## config.mk

```make
export PLATFORM = sky130hd
export DESIGN_NAME = bus_ctrl_fsm
export DESIGN_NICKNAME = d
export VERILOG_FILES = /design/src/rtl/bus_ctrl_pkg.sv /design/src/rtl/bus_ctrl_fsm_dec3to8.sv /design/src/rtl/bus_ctrl_fsm.sv
export SDC_FILE = /design/constraint.sdc
export NUM_CORES = 1
export LEC_CHECK = 0
export BUFFER_PORTS_ARGS = -buffer_cell sky130_fd_sc_hd__buf_2
export CAP_MARGIN = 20
export CORE_MARGIN = 2
export CORE_UTILIZATION = 49
export DETAILED_ROUTE_END_ITERATION = 12
export GPL_TIMING_DRIVEN = 0
export PLACE_DENSITY = 0.91
export SLEW_MARGIN = 15
export SYNTH_ARGS = -nofsm -noshare
export SYNTH_HDL_FRONTEND = slang
export SYNTH_SLANG_ARGS = --single-unit
```

## constraint.sdc

```tcl
create_clock -name clock -period 4.9 [get_ports clock]
set_clock_uncertainty 0.1 [all_clocks]
set_input_delay 0.98 -clock clock [delete_from_list [all_inputs] [get_ports clock]]
set_output_delay 0.98 -clock clock [all_outputs]
set_load 0.1 [all_outputs]
```

## src/rtl/bus_ctrl_pkg.sv

```systemverilog
// Shared constants for the single-bus processor control unit:
// opcodes, FSM state encoding, ALU operation codes and IR field positions.
package bus_ctrl_pkg;

  // Instruction opcodes (IR[15:13])
  localparam logic [2:0] OP_MV   = 3'b000;
  localparam logic [2:0] OP_MVI  = 3'b001;
  localparam logic [2:0] OP_ADD  = 3'b010;
  localparam logic [2:0] OP_SUB  = 3'b011;
  localparam logic [2:0] OP_LD   = 3'b100;
  localparam logic [2:0] OP_ST   = 3'b101;
  localparam logic [2:0] OP_MVNZ = 3'b110;
  localparam logic [2:0] OP_SLT  = 3'b111;

  // Control FSM states
  typedef enum logic [1:0] {
    IDLE = 2'd0,
    T1   = 2'd1,
    T2   = 2'd2,
    T3   = 2'd3
  } state_t;

  // ALU operation codes
  localparam logic [1:0] ALU_ADD = 2'b00;
  localparam logic [1:0] ALU_SUB = 2'b01;
  localparam logic [1:0] ALU_SLT = 2'b10;

  // IR field bit positions
  localparam int OP_MSB = 15;
  localparam int OP_LSB = 13;
  localparam int RX_MSB = 12;
  localparam int RX_LSB = 10;
  localparam int RY_MSB = 9;
  localparam int RY_LSB = 7;

endpackage

```

## src/rtl/bus_ctrl_fsm_dec3to8.sv

```systemverilog
// 3-bit register index plus enable to one-hot register select.
module dec3to8 #(
  parameter int NREG = 8
) (
  input  logic [2:0]      idx,
  input  logic            en,
  output logic [NREG-1:0] onehot
);

  // One-hot decode; all zeros when disabled
  always_comb begin
    onehot = '0;
    if (en) begin
      onehot[idx] = 1'b1;
    end else begin
      onehot = '0;
    end
  end

endmodule

```

## src/rtl/bus_ctrl_fsm.sv

```systemverilog
// Control unit for the 16-bit single-bus datapath: fetches an instruction
// from din on run, then sequences it over 1-3 execute steps, driving the
// bus source selects and register load enables for each step.
module bus_ctrl_fsm
  import bus_ctrl_pkg::*;
#(
  parameter int DATA_W = 16,
  parameter int NREG   = 8
) (
  input  logic              clock,
  input  logic              resetn,
  input  logic              run,
  input  logic [DATA_W-1:0] din,
  input  logic              gnz,
  output logic              din_out,
  output logic [NREG-1:0]   r_out,
  output logic              g_out,
  output logic              dout_out,
  output logic [NREG-1:0]   r_in,
  output logic              a_in,
  output logic              g_in,
  output logic              addr_in,
  output logic              dout_in,
  output logic              w_d,
  output logic [1:0]        alu_op,
  output logic              done
);

  state_t            state_q, state_d;
  logic [DATA_W-1:0] ir_q, ir_d;

  logic [2:0] op_s, rx_s, ry_s;
  logic       ro_en_s, ri_en_s;
  logic [2:0] ro_idx_s, ri_idx_s;
  logic       ir_unused_s;

  assign op_s = ir_q[OP_MSB:OP_LSB];
  assign rx_s = ir_q[RX_MSB:RX_LSB];
  assign ry_s = ir_q[RY_MSB:RY_LSB];
  // Low IR bits carry no control information
  assign ir_unused_s = ^ir_q[RY_LSB-1:0];

  // Next-state, IR load and per-step control decode; reset forces all idle
  always_comb begin
    state_d  = state_q;
    ir_d     = ir_q;
    din_out  = 1'b0;
    g_out    = 1'b0;
    dout_out = 1'b0;
    a_in     = 1'b0;
    g_in     = 1'b0;
    addr_in  = 1'b0;
    dout_in  = 1'b0;
    w_d      = 1'b0;
    alu_op   = ALU_ADD;
    done     = 1'b0;
    ro_en_s  = 1'b0;
    ro_idx_s = ry_s;
    ri_en_s  = 1'b0;
    ri_idx_s = rx_s;
    if (!resetn) begin
      state_d = IDLE;
      ir_d    = '0;
    end else begin
      case (state_q)
        IDLE: begin
          if (run) begin
            din_out = 1'b1;
            ir_d    = din;
            state_d = T1;
          end else begin
            state_d = IDLE;
          end
        end
        T1: begin
          case (op_s)
            OP_MV: begin
              ro_en_s = 1'b1;
              ri_en_s = 1'b1;
              done    = 1'b1;
              state_d = IDLE;
            end
            OP_MVI: begin
              din_out = 1'b1;
              ri_en_s = 1'b1;
              done    = 1'b1;
              state_d = IDLE;
            end
            OP_ADD, OP_SUB, OP_SLT: begin
              ro_en_s  = 1'b1;
              ro_idx_s = rx_s;
              a_in     = 1'b1;
              state_d  = T2;
            end
            OP_LD, OP_ST: begin
              ro_en_s = 1'b1;
              addr_in = 1'b1;
              state_d = T2;
            end
            OP_MVNZ: begin
              ro_en_s = gnz;
              ri_en_s = gnz;
              done    = 1'b1;
              state_d = IDLE;
            end
            default: state_d = IDLE;
          endcase
        end
        T2: begin
          case (op_s)
            OP_ADD, OP_SUB, OP_SLT: begin
              ro_en_s = 1'b1;
              g_in    = 1'b1;
              if (op_s == OP_SUB) begin
                alu_op = ALU_SUB;
              end else if (op_s == OP_SLT) begin
                alu_op = ALU_SLT;
              end else begin
                alu_op = ALU_ADD;
              end
              state_d = T3;
            end
            // One-cycle memory read wait
            OP_LD: state_d = T3;
            OP_ST: begin
              ro_en_s  = 1'b1;
              ro_idx_s = rx_s;
              dout_in  = 1'b1;
              w_d      = 1'b1;
              done     = 1'b1;
              state_d  = IDLE;
            end
            default: state_d = IDLE;
          endcase
        end
        T3: begin
          case (op_s)
            OP_ADD, OP_SUB, OP_SLT: begin
              g_out   = 1'b1;
              ri_en_s = 1'b1;
              done    = 1'b1;
              state_d = IDLE;
            end
            OP_LD: begin
              din_out = 1'b1;
              ri_en_s = 1'b1;
              done    = 1'b1;
              state_d = IDLE;
            end
            default: state_d = IDLE;
          endcase
        end
        default: state_d = IDLE;
      endcase
    end
  end

  // State and instruction register with synchronous active-low reset
  always_ff @(posedge clock) begin
    if (!resetn) begin
      state_q <= IDLE;
      ir_q    <= '0;
    end else begin
      state_q <= state_d;
      ir_q    <= ir_d;
    end
  end

  dec3to8 #(.NREG(NREG)) u_dec_rout (
    .idx    (ro_idx_s),
    .en     (ro_en_s),
    .onehot (r_out)
  );

  dec3to8 #(.NREG(NREG)) u_dec_rin (
    .idx    (ri_idx_s),
    .en     (ri_en_s),
    .onehot (r_in)
  );

endmodule

```

# After elaboration in Yosys (flattened, before gate mapping)
# Index checks and enable logic that the tools add are counted.
[op_classes]
n_lt_le_gt_ge = 4
n_eq_ne = 10
n_mux = 48
reduce_logical = 13
[op_table]
columns = ["cell", "n"]
rows = [
  ["$mux W1", 26],
  ["$mux W8", 2],
  ["$eq A3 B3 Y1 const B", 4],
  ["$mux W2", 6],
  ["$mux W3", 3],
  ["$lt A3 B4 Y1 const B", 2],
  ["$pmux W1 S2", 4],
  ["$pmux W2 S4", 1],
  ["$reduce_or A4 Y1", 2],
  ["$demux W1 S3", 2],
  ["$eq A3 B2 Y1 const B", 2],
  ["$ge A3 B1 Y1 const B", 2],
  ["$pmux W1 S3", 2],
  ["$pmux W3 S2", 1],
  ["$reduce_or A3 Y1", 2],
  ["$reduce_or A6 Y1", 1],
  ["$reduce_or A5 Y1", 1],
  ["$eq A2 B2 Y1 const B", 2],
  ["$pmux W2 S2", 1],
  ["$reduce_or A2 Y1", 2],
  ["$eq A3 B1 Y1 const B", 1],
  ["$logic_not A3 Y1", 1],
  ["$eq A2 B1 Y1 const B", 1],
  ["$logic_and A1 B1 Y1", 2],
  ["other kinds (2)", 2],
]
[word_totals]
ff_bits = 18
input_bits = 20
out_inout_bits = 27
word_cells = 77

# Logic depth before layout (Yosys ltp)
# Gate-level depths: netlist of run 1.
[depth]
depth_word = 10
depth_mapped = 8
depth_no_buf = 7

# Cells and area by module
# A second synthesis of run 1 with hierarchy kept.
[unflattened]
cells_unflattened = 128
area_unflattened_um2 = 1046.0
[modules_own_cells]
columns = ["mod", "instances", "cells_each", "area_each_um2", "seq_area_each_um2"]
rows = [
  ["bus_ctrl_fsm", 1, 112, 854.6, 220.2],
  ["dec3to8 (u_dec_rout)", 1, 8, 96.3, 0.0],
  ["dec3to8 (u_dec_rin)", 1, 8, 95.1, 0.0],
]

# Worst setup path after synthesis of run 1
# No wires, ideal clock.
[synth_timing]
path_type = "input port to output port"
startpoint = "input resetn"
endpoint = "output r_out[2]"
t_arrival_ps = 4360
required_time_ps = 3820
slack_ps = -540
cell_stages = 5
path_buffers = 1
path_cell_list = "clkbuf_1 > nand2_1 > or4_4 > or3_4 > nor3b_1"
[synth_between]
elab_chain_len = 6
word_cells_on_any_way = 8
classes_between = "order compare (2); mux (5); reduce/logical (1)"
[synth_lines]
columns = ["element", "line_no", "rtl"]
rows = [
  ["start, declared", "bus_ctrl_fsm.sv:11", "input logic resetn,"],
  ["$mux W3", "bus_ctrl_fsm.sv:61", "if (!resetn) begin"],
  ["$lt A3 B4 Y1 (implied by the code) or $ge A3 B1 Y1 (tied branches)", "bus_ctrl_fsm_dec3to8.sv:14", "onehot[idx] = 1'b1;"],
  ["$logic_and A1 B1 Y1 (implied by the code)", "bus_ctrl_fsm_dec3to8.sv:14", ""],
  ["$mux W1 (implied by the code)", "bus_ctrl_fsm_dec3to8.sv:14", ""],
  ["$demux W1 S3", "--", ""],
  ["$mux W8 (*)", "bus_ctrl_fsm_dec3to8.sv:13", "if (en) begin"],
  ["end, declared", "bus_ctrl_fsm.sv:16", "output logic [NREG-1:0] r_out,"],
]
# Every way passes the cells marked *; elsewhere a longest branch is shown, timed or not.

# Worst setup path in the final report of run 1
[layout_timing]
startpoint = "input resetn"
endpoint = "output r_out[5]"
# Same word-level chain as after synthesis.

==> results.txt, run 1 <==
----------------------------------------------------
[Global routing]
  Antenna violations before repair ... 0
  Largest net degree at the start of global routing ... 11
  Total global routing overflow ... 0
  GRT Util Overall ... 0.211
  First-pass GRT wire length ... 4.20 mm
  Via count of the first global-routing pass ... 1025

[Worst setup path]
  Worst endpoint data arrival time ... 2.97 ns
  Type of the worst setup path ... input port to primary output
  Max stage delay on crit path ... 0.46 ns
  Most used cell, CP ... nand2_1
  Max Fanout on Critical Path ... 10
  CP startpoint kind ... input port
  Data required, critical path ... 3.82 ns
  Endpoint kind of the worst setup timing path ... primary output
  Critical path, cell by cell ... clkbuf_1, nand2_1, a21oi_1, nand2_1, a22oi_1, nor3b_1, buf_2
  Worst-path cell with the longest stage delay ... a22oi_1

[CTS]
  Buffer count from post-CTS setup fixing ... 0
  Hold-fix buffers, CTS ... 0
  Clock edge transition at the registers on the reported setup and hold paths ... 0.07 ns
  Longest Clk Path Bufs ... 2
  H-tree levels ... 1
  Number of gates resized after CTS ... 0
  Root Buffer ... clkbuf_4
  Total number of clock tree sinks ... 11
  Number of buffers added by the clock tree synthesis step ... 3
  Clock tree from TritonCTS ... built
  Worst skew pair latency ... 0.26 ns

[Power and ir drop]
  Sequential cell fraction of total power ... 0.447
  Internal power ... 147 uW
  Cell leakage power ... 0.577 nW
  P_sw ... 76.5 uW
  Worst IR Drop VDD ... 0.146 mV
  Overall power after layout ... 224 uW
  Pwr dens ... 178 mW/mm^2
  Proportion of power drawn by combinational gates ... 0.280
  Switching share of power ... 0.342
  Clock network fraction of design power ... 0.273

[Route]
  Remaining design rule violation count ... 0
  Ratio of routed vias to standard cells ... 5.43
  Total wire length after detailed routing ... 2.50 mm
  Post-detailed-route count of antenna-violating nets ... 0
  Routed vias ... 1140
  Routed length per placed instance ... 11.9 microns
  Iteration-0 DRC Markers ... 38
  Detailed Routing Iterations Pass 1 ... 4

[Flow run]
  Number of max-cap violations ... 0

[Floorplan]
  Starting utilization of the core area ... 0.512
  Number of placed I/O pins ... 47
  Die ar. ... 0.00240 sq mm
  Die Y ... 49.0 microns
  Horizontal die dimension ... 49.0 microns
  Core Rows ... 16
  Floorplan core area ... 0.00194 sq mm

[Layout]
  Fraction of layout cells with a size suffix above 1 ... 0.273
  Number of nets at the end of the flow ... 210
  Number of cells in the finished layout apart from fillers ... 210
  Count of antenna diodes in the layout ... 0
  Layout fillers ... 179
  Growth of design area from synthesis to finish ... 26.3%
  Final non-filler cell area ... 0.00125 sq mm

[STA]
  Max Clk Rate ... 0.247 GHz
  Final clock period utilization by the worst path ... 0.826
  Transition time of the tightest slew-check pin ... 0.577 ns
  Unrepaired setup endpoints after global routing ... no
  Clock period minus final worst setup slack ... 4.05 ns
  Final worst hold slack ... 0.377 ns
  Final setup violation count ... 0
  Worst slew margin relative to its limit ... 0.616
  Number of hold-slack violations in the final timing report ... 0
  Sum of negative setup slack ... 0 ns
  Number of pins exceeding their max-slew limit in the final report ... 0

[Logic synthesis]
  Number of enable-type register cells in the synthesized netlist ... 0
  Syn avg cell area ... 7.00 sq um
  Gate count after technology mapping ... 142
  Area fraction in and, or, nand and nor cells after synthesis ... 0.413
  Fraction of synthesized cell area taken by the top area cell type ... 0.222
  Synth cell count leaders ... nand2_1, nor2_1, dfxtp_1, a21boi_0
  Combinational family with the most area after synthesis ... simple AND/OR/NAND/NOR gates
  Yosys top cell by area ... dfxtp_1
  Synthesized-area fraction occupied by xor and xnor cells ... 0.00882
  Synth cell types ... 37
  Post-Syn Nets ... 168
  Multiplexer area fraction after synthesis ... 0
  Async SR Flop Fraction ... 0
  Synth warnings ... 0
  Post-synthesis share of cell area spent on full adders, half adders and majority gates ... 0.0756
  Compound-Gate Fraction of Synth Area ... 0.204
  Cell types occupying the most area after synthesis ... dfxtp_1, nand2_1, ha_1
  Main flop type after synthesis ... dfxtp_1
  Total of flip-flops plus latches after synthesis ... 11
  Most repeated cell in the gate-level netlist after synthesis ... nand2_1
  Part of the Yosys area used for sequential elements ... 0.222
  Post-synthesis instance area ... 993 sq um

[Placement]
  Placed Instances ... 206
  Total half-perimeter wirelength after legalization and detailed placement ... 1.99 mm
  Buffers added on ports ... 37
  RD Place Congestion ... 0.813
  Cell area reported after detailed placement ... 0.00123 sq mm

[Run status]
  Result of the run ... finished, final reports clean

[Worst hold path]
  Tightest Hold Check Type ... flip-flop to flip-flop

----------------------------------------------------
[kinds of logic after synthesis]
group / Yosys count
adder cells (fa/ha/maj): 6
XOR/XNOR: 1
AND/OR/NAND/NOR: 81
other: 1
AO/OA/AOI/OAI: 29
buffers and inverters: 13
flip-flops: 11
[per-layer routing]
metal  vias to the layer above  wire (microns)  global-route usage
met2                        64            1210               0.377
li1                        566               -                   -
met5                         -               0                   0
met4                         0              28              0.0667
met3                         5             201              0.0276
met1                       505            1060               0.261
[cell usage in the layout, fill, tap and decap left out, types with 2 or more instances in the layout]
cell type / netlist / final
o311ai_1: 2 / 2
nor3b_1: 4 / 2
nand3_1: 3 / 3
a21boi_0: 9 / 9
clkbuf_4: 0 / 3
a22oi_1: 2 / 2
and3_1: 2 / 2
buf_4: 2 / 2
nand2b_1: 3 / 3
a21oi_1: 5 / 5
inv_1: 5 / 5
buf_2: 0 / 37
a2bb2oi_1: 2 / 2
o21ai_0: 3 / 3
and3b_1: 2 / 2
nand2_1: 32 / 32
nor3_1: 6 / 6
nor3b_2: 0 / 2
nand3b_1: 2 / 2
clkbuf_1: 5 / 6
and2_1: 3 / 3
dfxtp_1: 11 / 11
nor2_1: 16 / 16
ha_1: 6 / 6
[flip-flops by register name (all words and copies together), names as in the netlist]
| signal | cells |
|---|---|
| state_q | 2 |
| ir_q | 9 |
[per-stage QoR]
step            util  setup slack, ns
2_1_floorplan      -           -0.363
3_3_place_gp   0.633            0.923
3_5_place_dp   0.633            0.879
4_1_cts        0.646            0.875
5_1_grt        0.646            0.745
6_report       0.646            0.851
[critical path: cells and delay by family]
family,cells,cell delay [ns]
AOI/OAI and AO/OA,2,0.67
buffers and inverters,2,0.76
and+or+nand+nor,3,0.56
[final cells by class]
class                           count  area (sq um)  area share
Sequential cell                    11           220       0.175
Buffer                              8          53.8      0.0429
Inverter                            5          18.8      0.0150
Tap cell                           27          33.8      0.0269
Multi-Input combinational cell    118           717       0.571
Timing Repair Buffer               37           185       0.148
Clock buffer                        4          26.3      0.0209
[power groups by stage]
stage          registers, mW  clock network, mW  logic (mW)
3_5_place_dp           0.102                  0      0.0620
4_1_cts               0.0999             0.0616      0.0622
6_report               0.100             0.0610      0.0627
2_1_floorplan          0.100                  0      0.0492
3_3_place_gp           0.101                  0      0.0601
5_1_grt                0.101             0.0665      0.0682
[final timing paths]
kind                                  from         end  slack (ns)  depth (start not counted)
worst max register to register  state_q[1]  state_q[1]        3.36                          7
worst max-delay path                resetn    r_out[5]        0.85                          7
worst min-delay path               ir_q[8]     ir_q[8]        0.38                          2
worst min register to register     ir_q[8]     ir_q[8]        0.38                          2
No activity file was read; power rests on OpenSTA's default activity.
==> run 2, diff against run 1 <==
CORE_UTILIZATION = 46   (was 49)
PLACE_DENSITY = 0.86   (was 0.91)
clock period = 4 ns   (was 4.9 ns; I/O delays follow)
==> run 2 against run 1 <==
- global-route usage decreased by 0.18 points
- routed wire length decreased by 1.6%
- final area increased by 1.2%
- first-iteration DRC count decreased by 47%
- clock-buffer cell count unchanged
- non-clock buffer count unchanged
==> results.txt, run 2 (synthesized netlist as in run 1, its figures left out) <==
----------------------------------------------------
[Floorplan]
  Starting utilization of the core area ... 0.496
  Die ar. ... 0.00255 sq mm
  Horizontal die dimension ... 50.5 microns
  Number of placed I/O pins ... 47
  Floorplan core area ... 0.00200 sq mm
  Die Y ... 50.5 microns
  Core Rows ... 16

[CTS]
  Hold-fix buffers, CTS ... 0
  Clock edge transition at the registers on the reported setup and hold paths ... 0.06 ns
  Clock tree from TritonCTS ... built
  H-tree levels ... 1
  Longest Clk Path Bufs ... 2
  Root Buffer ... clkbuf_4
  Number of buffers added by the clock tree synthesis step ... 3
  Total number of clock tree sinks ... 11
  Number of gates resized after CTS ... 0
  Worst skew pair latency ... 0.26 ns
  Buffer count from post-CTS setup fixing ... 0

[Placement]
  Placed Instances ... 206
  Worst setup slack before clock tree synthesis ... 0.360 ns
  RD Place Congestion ... 0.963
  Buffers added on ports ... 37
  Total half-perimeter wirelength after legalization and detailed placement ... 1.98 mm

[Power and ir drop]
  Cell leakage power ... 0.585 nW
  Pwr dens ... 215 mW/mm^2
  Worst IR Drop VDD ... 0.187 mV
  Overall power after layout ... 273 uW

[Layout]
  Most flop-heavy register ... ir_q
  Max reg flops ... 9
  Most frequent standard cell in the layout excluding fill and tap cells ... buf_2
  Commonest cells after routing, fill and taps aside ... buf_2, nand2_1, nor2_1, dfxtp_1, a21boi_0
  Number of cells in the finished layout apart from fillers ... 210
  Number of nets at the end of the flow ... 210
  Growth of design area from synthesis to finish ... 27.8%
  Count of antenna diodes in the layout ... 0
  Largest registers ... ir_q (9), state_q (2)
  Fraction of layout cells with a size suffix above 1 ... 0.290

[STA]
  Final setup violation count ... 0
  Number of pins exceeding their max-slew limit in the final report ... 0
  Unrepaired setup endpoints after global routing ... no
  Minimum setup slack in the final design ... 0.349 ns
  Transition time of the tightest slew-check pin ... 0.617 ns
  Max Clk Rate ... 0.274 GHz
  Final clock period utilization by the worst path ... 0.913
  Clock period minus final worst setup slack ... 3.65 ns
  Number of hold-slack violations in the final timing report ... 0
  Worst slew margin relative to its limit ... 0.582

[Route]
  Post-detailed-route count of antenna-violating nets ... 0
  Ratio of routed vias to standard cells ... 5.23
  Total wire length after detailed routing ... 2.46 mm
  Remaining design rule violation count ... 0
  Iteration-0 DRC Markers ... 20
  Routed length per placed instance ... 11.7 microns
  Routed vias ... 1099
  Detailed Routing Iterations Pass 1 ... 4

[Run status]
  Result of the run ... finished, final reports clean

[Worst setup path]
  Worst-path cell with the longest stage delay ... or4_4
  Max stage delay on crit path ... 0.45 ns
  Type of the worst setup path ... input port to primary output
  Critical path, cell by cell ... clkbuf_1, nand2_1, or4_4, or3_4, nor3b_2, buf_2
  Family of cells with the greatest summed delay on the critical path ... simple AND/OR/NAND/NOR gates
  Worst endpoint data arrival time ... 2.75 ns
  CP startpoint kind ... input port
  Data required, critical path ... 3.10 ns
  Max Fanout on Critical Path ... 10
  Endpoint kind of the worst setup timing path ... primary output
  Buffer and inverter count on the worst path ... 2

[Global routing]
  Largest net degree at the start of global routing ... 11
  Total global routing overflow ... 0
  First-pass GRT wire length ... 4.14 mm
  Antenna violations before repair ... 0
  Via count of the first global-routing pass ... 940
  GRT Util Overall ... 0.209

[Flow run]
  Number of max-cap violations ... 0

[Worst hold path]
  Tightest Hold Check Type ... flip-flop to flip-flop

----------------------------------------------------
[run 2: per-stage QoR]
step	utilization	TNS, ns	hold slack (ns)	instance area, sq um
finish	0.634	0	0.388	1270
global route	0.634	0	0.408	1270
CTS	0.634	0	0.391	1270
detailed placement	0.621	0	0.382	1240
global placement	0.621	0	0.353	1240
floorplan	-	-3.60	0.340	1020
[run 2: area by class of cell]
cell class	instances	area, sq um
Sequential cell	11	220
Inverter	5	18.8
Buffer	8	53.8
Multi-Input combinational cell	118	732
Clock buffer	4	26.3
Timing Repair Buffer	37	185
Fill cell	183	732
Tap cell	27	33.8
[run 2: layer usage]
layer,track usage,part of all wire,vias up
met5,0,0,-
met4,0.0901,0.015,0
met3,0.0327,0.052,6
met2,0.333,0.47,41
met1,0.279,0.46,487
li1,-,-,565
[run 2: tightest hold or removal path, cell delays in order, from the launching register on]
cell and delay, ns:
dfxtp_1 0.31, nand2_1 0.06, a21boi_0 0.07
[run 2: worst paths after layout]
path	startpoint	slack [ns]	end	cells after the start
setup reg to reg	state_q[1]	2.47	state_q[1]	7
hold reg to reg	ir_q[9]	0.39	ir_q[9]	2
hold / removal	ir_q[9]	0.39	ir_q[9]	2
setup / recovery	resetn	0.35	r_out[2]	6
[run 2: power by group]
part	switching, mW	internal (mW)	leakage [nW]
Clock	0.0348	0.0386	0.0150
Combinational	0.0508	0.0265	0.480
Sequential	0.00729	0.116	0.0904
